**config.mk**
```make
export PLATFORM = sky130hd
export DESIGN_NAME = pwm_servo_driver
export DESIGN_NICKNAME = d
export VERILOG_FILES = /design/src/rtl/pwm_servo_driver.sv
export SDC_FILE = /design/constraint.sdc
export NUM_CORES = 1
export LEC_CHECK = 0
export BUFFER_PORTS_ARGS = -buffer_cell sky130_fd_sc_hd__buf_2
export CAP_MARGIN = 20
export CELL_PAD_IN_SITES_DETAIL_PLACEMENT = 1
export CELL_PAD_IN_SITES_GLOBAL_PLACEMENT = 1
export CORE_MARGIN = 2
export CORE_UTILIZATION = 40
export DETAILED_ROUTE_END_ITERATION = 7
export PLACE_DENSITY = 0.73
export SYNTH_ARGS = -nofsm -noshare
export SYNTH_HDL_FRONTEND = slang
export SYNTH_SLANG_ARGS = --single-unit
```
**constraint.sdc**
```tcl
create_clock -name iClock -period 8.3 [get_ports iClock]
set_input_delay 1.66 -clock iClock [delete_from_list [all_inputs] [get_ports iClock]]
set_output_delay 1.66 -clock iClock [all_outputs]
set_load 0.02 [all_outputs]
```
**src/rtl/pwm_servo_driver.sv**
```systemverilog
// Dual-channel servo PWM generator with a fixed frame period.
// Duty commands are sampled at frame boundaries and slew-limited before use.
module pwm_servo_driver #(
    parameter int unsigned PERIOD_CYCLES = 1000000,
    parameter int unsigned MIN_CYCLES    = 50000,
    parameter int unsigned STEP_CYCLES   = 196,
    parameter int unsigned SLEW_MAX      = 8,
    parameter int unsigned CNT_W         = 20
) (
    input  logic       iClock,
    input  logic       iReset,
    input  logic [7:0] iXduty,
    input  logic [7:0] iYduty,
    input  logic       iEnable,
    output logic       oXpwm,
    output logic       oYpwm,
    output logic       oPeriodStart,
    output logic [7:0] oXapplied,
    output logic [7:0] oYapplied
);

    localparam logic [CNT_W-1:0] LAST_CNT = CNT_W'(PERIOD_CYCLES - 1);
    localparam logic [CNT_W-1:0] MIN_W    = CNT_W'(MIN_CYCLES);
    localparam logic [CNT_W-1:0] STEP_W   = CNT_W'(STEP_CYCLES);
    localparam logic [8:0]       SLEW_MAG = 9'(SLEW_MAX);
    localparam logic [7:0]       SLEW_INC = 8'(SLEW_MAX);

    logic [CNT_W-1:0] cnt;
    logic [CNT_W-1:0] cnt_next;
    logic             boundary;
    logic [7:0]       x_applied;
    logic [7:0]       y_applied;
    logic [7:0]       x_new;
    logic [7:0]       y_new;
    logic [CNT_W-1:0] x_width;
    logic [CNT_W-1:0] y_width;
    logic [CNT_W-1:0] x_width_next;
    logic [CNT_W-1:0] y_width_next;
    logic             en_q;
    logic             en_next;
    logic             x_pwm;
    logic             y_pwm;
    logic             period_start;

    function automatic logic [7:0] slew(input logic [7:0] target, input logic [7:0] cur);
        logic signed [8:0] diff;
        logic [8:0]        mag;
        diff = $signed({1'b0, target}) - $signed({1'b0, cur});
        mag  = diff[8] ? $unsigned(-diff) : $unsigned(diff);
        if (SLEW_MAX == 0 || mag <= SLEW_MAG)
            return target;
        else if (!diff[8])
            return cur + SLEW_INC;
        else
            return cur - SLEW_INC;
    endfunction

    always_comb begin
        boundary     = (cnt == LAST_CNT);
        cnt_next     = boundary ? '0 : cnt + CNT_W'(1);
        x_new        = slew(iXduty, x_applied);
        y_new        = slew(iYduty, y_applied);
        x_width_next = x_width;
        y_width_next = y_width;
        en_next      = en_q;
        if (boundary) begin
            x_width_next = MIN_W + CNT_W'(x_new) * STEP_W;
            y_width_next = MIN_W + CNT_W'(y_new) * STEP_W;
            en_next      = iEnable;
        end
    end

    // PWM flops compare against next-cycle state so the registered output
    // lines up with cnt: high for cnt = 0 .. width-1.
    always_ff @(posedge iClock or negedge iReset) begin
        if (!iReset) begin
            cnt          <= LAST_CNT;
            x_applied    <= '0;
            y_applied    <= '0;
            x_width      <= MIN_W;
            y_width      <= MIN_W;
            en_q         <= 1'b0;
            x_pwm        <= 1'b0;
            y_pwm        <= 1'b0;
            period_start <= 1'b0;
        end else begin
            cnt          <= cnt_next;
            x_width      <= x_width_next;
            y_width      <= y_width_next;
            en_q         <= en_next;
            x_pwm        <= en_next && (cnt_next < x_width_next);
            y_pwm        <= en_next && (cnt_next < y_width_next);
            period_start <= boundary;
            if (boundary) begin
                x_applied <= x_new;
                y_applied <= y_new;
            end
        end
    end

    assign oXpwm        = x_pwm;
    assign oYpwm        = y_pwm;
    assign oPeriodStart = period_start;
    assign oXapplied    = x_applied;
    assign oYapplied    = y_applied;

endmodule
```
==> impl_metrics.ini, run 1 <==
[timing]
slew_headroom_pct = 54.5
final_hold_viol_count = 0
drv_slew = 0
setup_violations = 0
tightest_slew_ns = 0.678
fin_crit_ns = 8.22
fin_skew_ns = 0.00900
period_share_pct = 99.0
tns_ns = 0
maxClockFrequency_mhz = 122
rsz0062_at_grt = true
holdWs_ns = 0.469

[yosys]
ys_types = 64
synth-seq-area-share_pct = 28.4
ys_warn_count = 0
syn_avg_cell_area_um2 = 9.21
syn_area_um2 = 7150
post_synth_mux_area_share_pct = 4.74
synthesis.nets = 925
synth_xor_xnor_area_share_pct = 8.08
synthFlopType = dfrtp_1
netlist_instances = 777
synth_top_family_by_area = adder cells
synthSimpleGateAreaFrac_pct = 15.4
synth_compound_area_share_pct = 15.0
async_flop_share_pct = 100
synth_edf_count = 0
synth_fa_ha_area_share_pct = 23.6
synth-seq-cells = 80

[routing]
wl_per_cell_um = 18.3
post-route-drc-count = 0
dr.pass1.iters = 4
first_iter_violations = 226
vias_per_cell = 5.47
dr_total_vias = 6176
drt-total-wl_um = 20600
ant_nets = 0

[setup_path]
cp.required_ns = 8.54
reg2reg_to = oXpwm
r2r_start = oXapplied[3]
crit_end = oXpwm
crit_path_top_delay_cell = fa_1
cp.arrival_ns = 8.46
worst-r2r-setup-slack_ns = 1.01
cpMostUsedCell = ha_4
critPathLaunchType = input pin
slowest_delay_ns = 0.49
crit_path_start = iXduty[0]
crit_fanout = 6
cp-end-kind = register
crit_type = input pin to register
rr_worst_depth = 34

[place]
gp_congestion = 0.893
dp_hpwl_um = 15100
dp.cells = 1092
portBuffers = 37

[die]
fp.dieW_um = 138
core-area_um2 = 17400
die_h_um = 138
die-area_um2 = 19000
initial_core_util_pct = 41.1
rows = 48
ios = 38

[finish]
drive_gt1_share_pct = 30.4
num_antenna_cells = 0
area_delta_synth_final_pct = 26.4
final_nets = 1047
finalNonFillerCells = 1129
fillers = 1998

[clock_network]
insertion_delay_ns = 0.35
cts.path.max_buffers = 2
htree_levels = 3
cts-root-buf = clkbuf_16
cts_made_buffers = 9
hold_buffers = 0
cts_sinks = 80
cts_tree = built
clk_pin_slew_ns = 0.06

[power_and_ir_drop]
ir_drop_mv = 0.103
leakagePower_nw = 4.57
intPower_mw = 0.871
power_frac_seq_pct = 30.2
pwr-share-clk_pct = 29.8
combPwrFrac_pct = 40.0
power.switching_fraction_pct = 34.3
switching_power_mw = 0.455
power_density_nw_per_um2 = 147

[run]
max-cap-violations = 0

[global_route]
grt_pass1_wl_um = 33700
grt.total_usage_pct = 22.5
grt_max_degree = 81
grt_pass1_vias = 6945
grt-ovfl-total = 0
antenna_found_initial = 0

[hold_path]
hp-class = register to register

[run_status]
status = finished, final reports clean
-- layout make-up --
class                      instances  area [um2]  share of cell area, %
clock inverter                     7        62.6                  0.692
tap                              225         282                   3.11
clock buffer                       9         225                   2.49
multi-input combinational        608        5280                   58.3
inverter                          74         280                   3.10
timing repair buffer             126         886                   9.79
sequential                        80        2030                   22.5
-- Yosys cell counts, drive strengths merged (8+ instances only) --
master / count / area, um2
ha: 119 / 1490
and2: 13 / 81.3
nand2: 57 / 214
mux2i: 17 / 170
nand3: 22 / 110
dfrtp: 56 / 1400
nand4: 8 / 50.1
inv: 74 / 278
o21bai: 9 / 67.6
xor2: 23 / 201
nor3: 12 / 60.1
mux2: 15 / 169
a21o: 31 / 233
nor2: 59 / 226
xnor2: 43 / 377
and3: 10 / 62.6
nor2b: 10 / 62.6
clkbuf: 10 / 37.5
o21ai: 23 / 115
a21oi: 49 / 249
dfstp: 24 / 631
fa: 10 / 200
-- through the flow --
| stage | power [mW] | setup WS, ns | util (%) | instance area (um2) |
|---|---|---|---|---|
| final | 1.33 | 0.0792 | 51.9 | 9040 |
| after global routing | 1.41 | -0.241 | 51.9 | 9040 |
| after CTS | 1.28 | -0.0460 | 49.5 | 8620 |
| after detailed placement | 0.844 | -0.520 | 46.7 | 8140 |
| after global placement | 0.821 | -0.133 | 46.7 | 8140 |
| after floorplan | 0.684 | -0.0405 | - | 7230 |
-- cell families after synthesis --
group | after synthesis
adder cells (fa/ha/maj) | 129
flip-flops | 80
AO/OA/AOI/OAI | 157
multiplexers | 32
XOR/XNOR | 66
AND/OR/NAND/NOR | 224
buffers and inverters | 89
-- state kept, by name, indices dropped and copies added, names as in the netlist --
name,flops
cnt,20
x_width,20
y_width,20
oXapplied,8
oYapplied,8
en_q,1
oPeriodStart,1
oXpwm,1
oYpwm,1
-- how the worst min path moves through the flow --
stage / slack, ns / startpoint / endpoint / depth (start not counted)
floorplan: 0.43 / x_width[17] / x_width[17] / 2
global placement: 0.44 / y_width[1] / y_width[1] / 2
detailed placement: 0.46 / x_width[19] / x_width[19] / 2
CTS: 0.48 / x_width[19] / x_width[19] / 2
global route: 0.51 / y_width[1] / y_width[1] / 2
finish: 0.47 / y_width[18] / y_width[18] / 2
-- critical path, delay by kind of cell --
family,cells,cell delay [ns]
adders and majority gates,8,2.21
AOI/OAI and AO/OA,12,2.17
and+or+nand+nor,8,1.24
muxes,2,0.45
xor gates and xnor gates,2,0.42
buffers and inverters,5,0.30
-- power groups by stage --
stage	logic (mW)	clock network, mW	registers, mW
floorplan	0.277	0	0.406
global placement	0.415	0	0.406
detailed placement	0.438	0	0.406
CTS	0.471	0.405	0.400
global route	0.585	0.422	0.401
finish	0.531	0.395	0.400
-- repair_timing --
item,in CTS,in global routing
gates resized for setup,33,52
setup endpoints to repair,2,2
setup buffers,9,11
cloned,0,0
pin swaps,29,39
-- metal layers --
metal | vias to the layer above | share of wire, % | GRT usage [%] | wire length, um
met5 | - | 0 | 0 | 0
met4 | 0 | 2.1 | 6.07 | 436
met3 | 33 | 2.1 | 2.83 | 430
met2 | 72 | 52 | 40.9 | 10700
met1 | 3111 | 44 | 27.9 | 9060
li1 | 2960 | - | - | -
-- cells in the final DEF (no fill, tap or decap), drive strengths merged, types with 24 or more instances in the layout --
cell	count
ha	119
dfstp	24
nand2	57
nor2	59
buf	126
a21o	31
dfrtp	56
xnor2	43
a21oi	49
inv	79
No activity file was read; power rests on OpenSTA's default activity.
==> run 2: changes to the inputs <==
- PLACE_DENSITY: 0.73 -> 0.75
==> run 2 against run 1 <==
Core utilization shrank 0.63 points. Hold slack lost 0.0065 ns. First-iteration DRC count shrank 2.2%. Cell count is essentially flat. Global-route usage shrank 0.83 points. Register-to-register slack lost 0.11 ns. Critical path type unchanged. Via count shrank 1.5%. Clock skew shrank 0.0037 ns. Critical path depth shrank 4. Setup slack lost 0.033 ns. Non-clock buffer count shrank 1.
==> impl_metrics.ini, run 2 (same netlist as run 1, synthesis figures left out) <==
[run_status]
status = finished, final reports clean

[timing]
maxClockFrequency_mhz = 121
setup_violations = 0
rsz0062_at_grt = true
tightest_slew_ns = 0.557
slew_headroom_pct = 62.9
fin_skew_ns = 0.00531
final_hold_viol_count = 0
tns_ns = 0
period_share_pct = 99.4
drv_slew = 0
worst_slack_ns = 0.0466
holdWs_ns = 0.462
fin_crit_ns = 8.25

[setup_path]
path_depth = 33
crit_type = input pin to register
crit_fanout = 6
r2r_start = oXapplied[3]
crit_path_top_delay_cell = fa_2
path_delay_family = adder cells
critPathLaunchType = input pin
reg2reg_to = oXpwm
rr_worst_depth = 31
slowest_delay_ns = 0.53
crit_path_start = iXduty[0]
cpMostUsedCell = a21o_1
worstPathBufferInverterCount = 4
worst-r2r-setup-slack_ns = 0.90
cp-end-kind = register
cp.required_ns = 8.53
cp.arrival_ns = 8.48

[finish]
area_delta_synth_final_pct = 24.9
final_common_cell = ha_1
num_antenna_cells = 0
finalNonFillerCells = 1128
drive_gt1_share_pct = 28.8
fillers = 1990
top_regs = cnt x20, x_width x20, y_width x20
final_nets = 1046
final_cell_mix = ha_1, buf_4, inv_1
stdcell_area_um2 = 8930

[routing]
first_iter_violations = 221
dr_total_vias = 6081
wl_per_cell_um = 17.8
dr.pass1.iters = 4
drt-total-wl_um = 20100
vias_per_cell = 5.39
post-route-drc-count = 0
ant_nets = 0

[clock_network]
cts_tree = built
cts_made_buffers = 9
clk_pin_slew_ns = 0.07
cts.path.max_buffers = 2
htree_levels = 3
insertion_delay_ns = 0.35
cts-root-buf = clkbuf_16
cts_sinks = 80

[place]
gp_congestion = 0.815
dp.cells = 1099
dp_hpwl_um = 14300
pre_cts_slack_ns = -0.458
portBuffers = 37
placed_cell_area_um2 = 8210

[power_and_ir_drop]
ir_drop_mv = 0.0961
power_density_nw_per_um2 = 149
leakagePower_nw = 4.53

[hold_path]
hp-class = register to register
holdCritStartpoint = x_width[18]
min_to = x_width[18]
whs_path_depth = 2

[die]
rows = 48
die-area_um2 = 19000
fp.dieW_um = 138
ios = 38
die_h_um = 138
initial_core_util_pct = 41.1
core-area_um2 = 17400

[global_route]
grt.total_usage_pct = 21.7
grt-ovfl-total = 0
grt_max_degree = 42
antenna_found_initial = 0
grt_pass1_wl_um = 32500
grt_pass1_vias = 6479

[run]
max-cap-violations = 0
==> run 2: cell types whose count changed in the layout (fill, tap and decap cells not counted), sizes merged <==
| cell | previous run | this run |
|---|---|---|
| clkinvlp | 1 | 3 |
| inv | 79 | 77 |
| buf | 126 | 125 |
| bufinv | 0 | 1 |
| clkinv | 1 | 0 |
==> run 2: worst max-delay path by stage <==
| stage | to |
|---|---|
| floorplan | oXpwm |
| global placement | oXpwm |
| detailed placement | oXpwm |
| CTS | oXpwm |
| global route | oXpwm |
| finish | oXpwm |
==> run 2: power by group <==
| group | internal [mW] | switching [mW] |
|---|---|---|
| Combinational | 0.253 | 0.261 |
| Clock | 0.237 | 0.182 |
| Sequential | 0.397 | 0.00301 |
==> run 2: through the flow <==
step	utilization (%)	power (mW)
5_1_grt	51.3	1.41
2_1_floorplan	-	0.684
4_1_cts	49.8	1.29
3_5_place_dp	47.1	0.842
3_3_place_gp	47.1	0.828
6_report	51.3	1.33
==> run 2: per-layer routing <==
metal	routed length, um	global-route usage, %	vias up
li1	-	-	2956
met1	9210	28.8	3038
met2	10200	37.5	60
met3	373	2.47	27
met4	323	5.33	0
met5	0	0	-
==> run 2: cell type report <==
class | instances | area (um2) | area share [%]
well taps | 225 | 282 | 3.15
flip-flops and latches | 80 | 2030 | 22.7
clock inverters | 7 | 78.8 | 0.882
multi-input cells | 608 | 5170 | 57.9
inverters | 74 | 280 | 3.14
clock buffers | 9 | 225 | 2.52
repair buffers | 125 | 867 | 9.70
==> run 2: worst min-delay path: stages (launching register included) <==
cell and delay, ns:
dfrtp_1 0.32, nand2_1 0.06, inv_1 0.05
==> run 2: repair_timing <==
action                                  4_1_cts  5_1_grt
resized for setup                            25       45
pin swaps                                    30       27
endpoints found under the setup margin        1        2
buffers inserted                              9        4
hold buffers                                  0        0
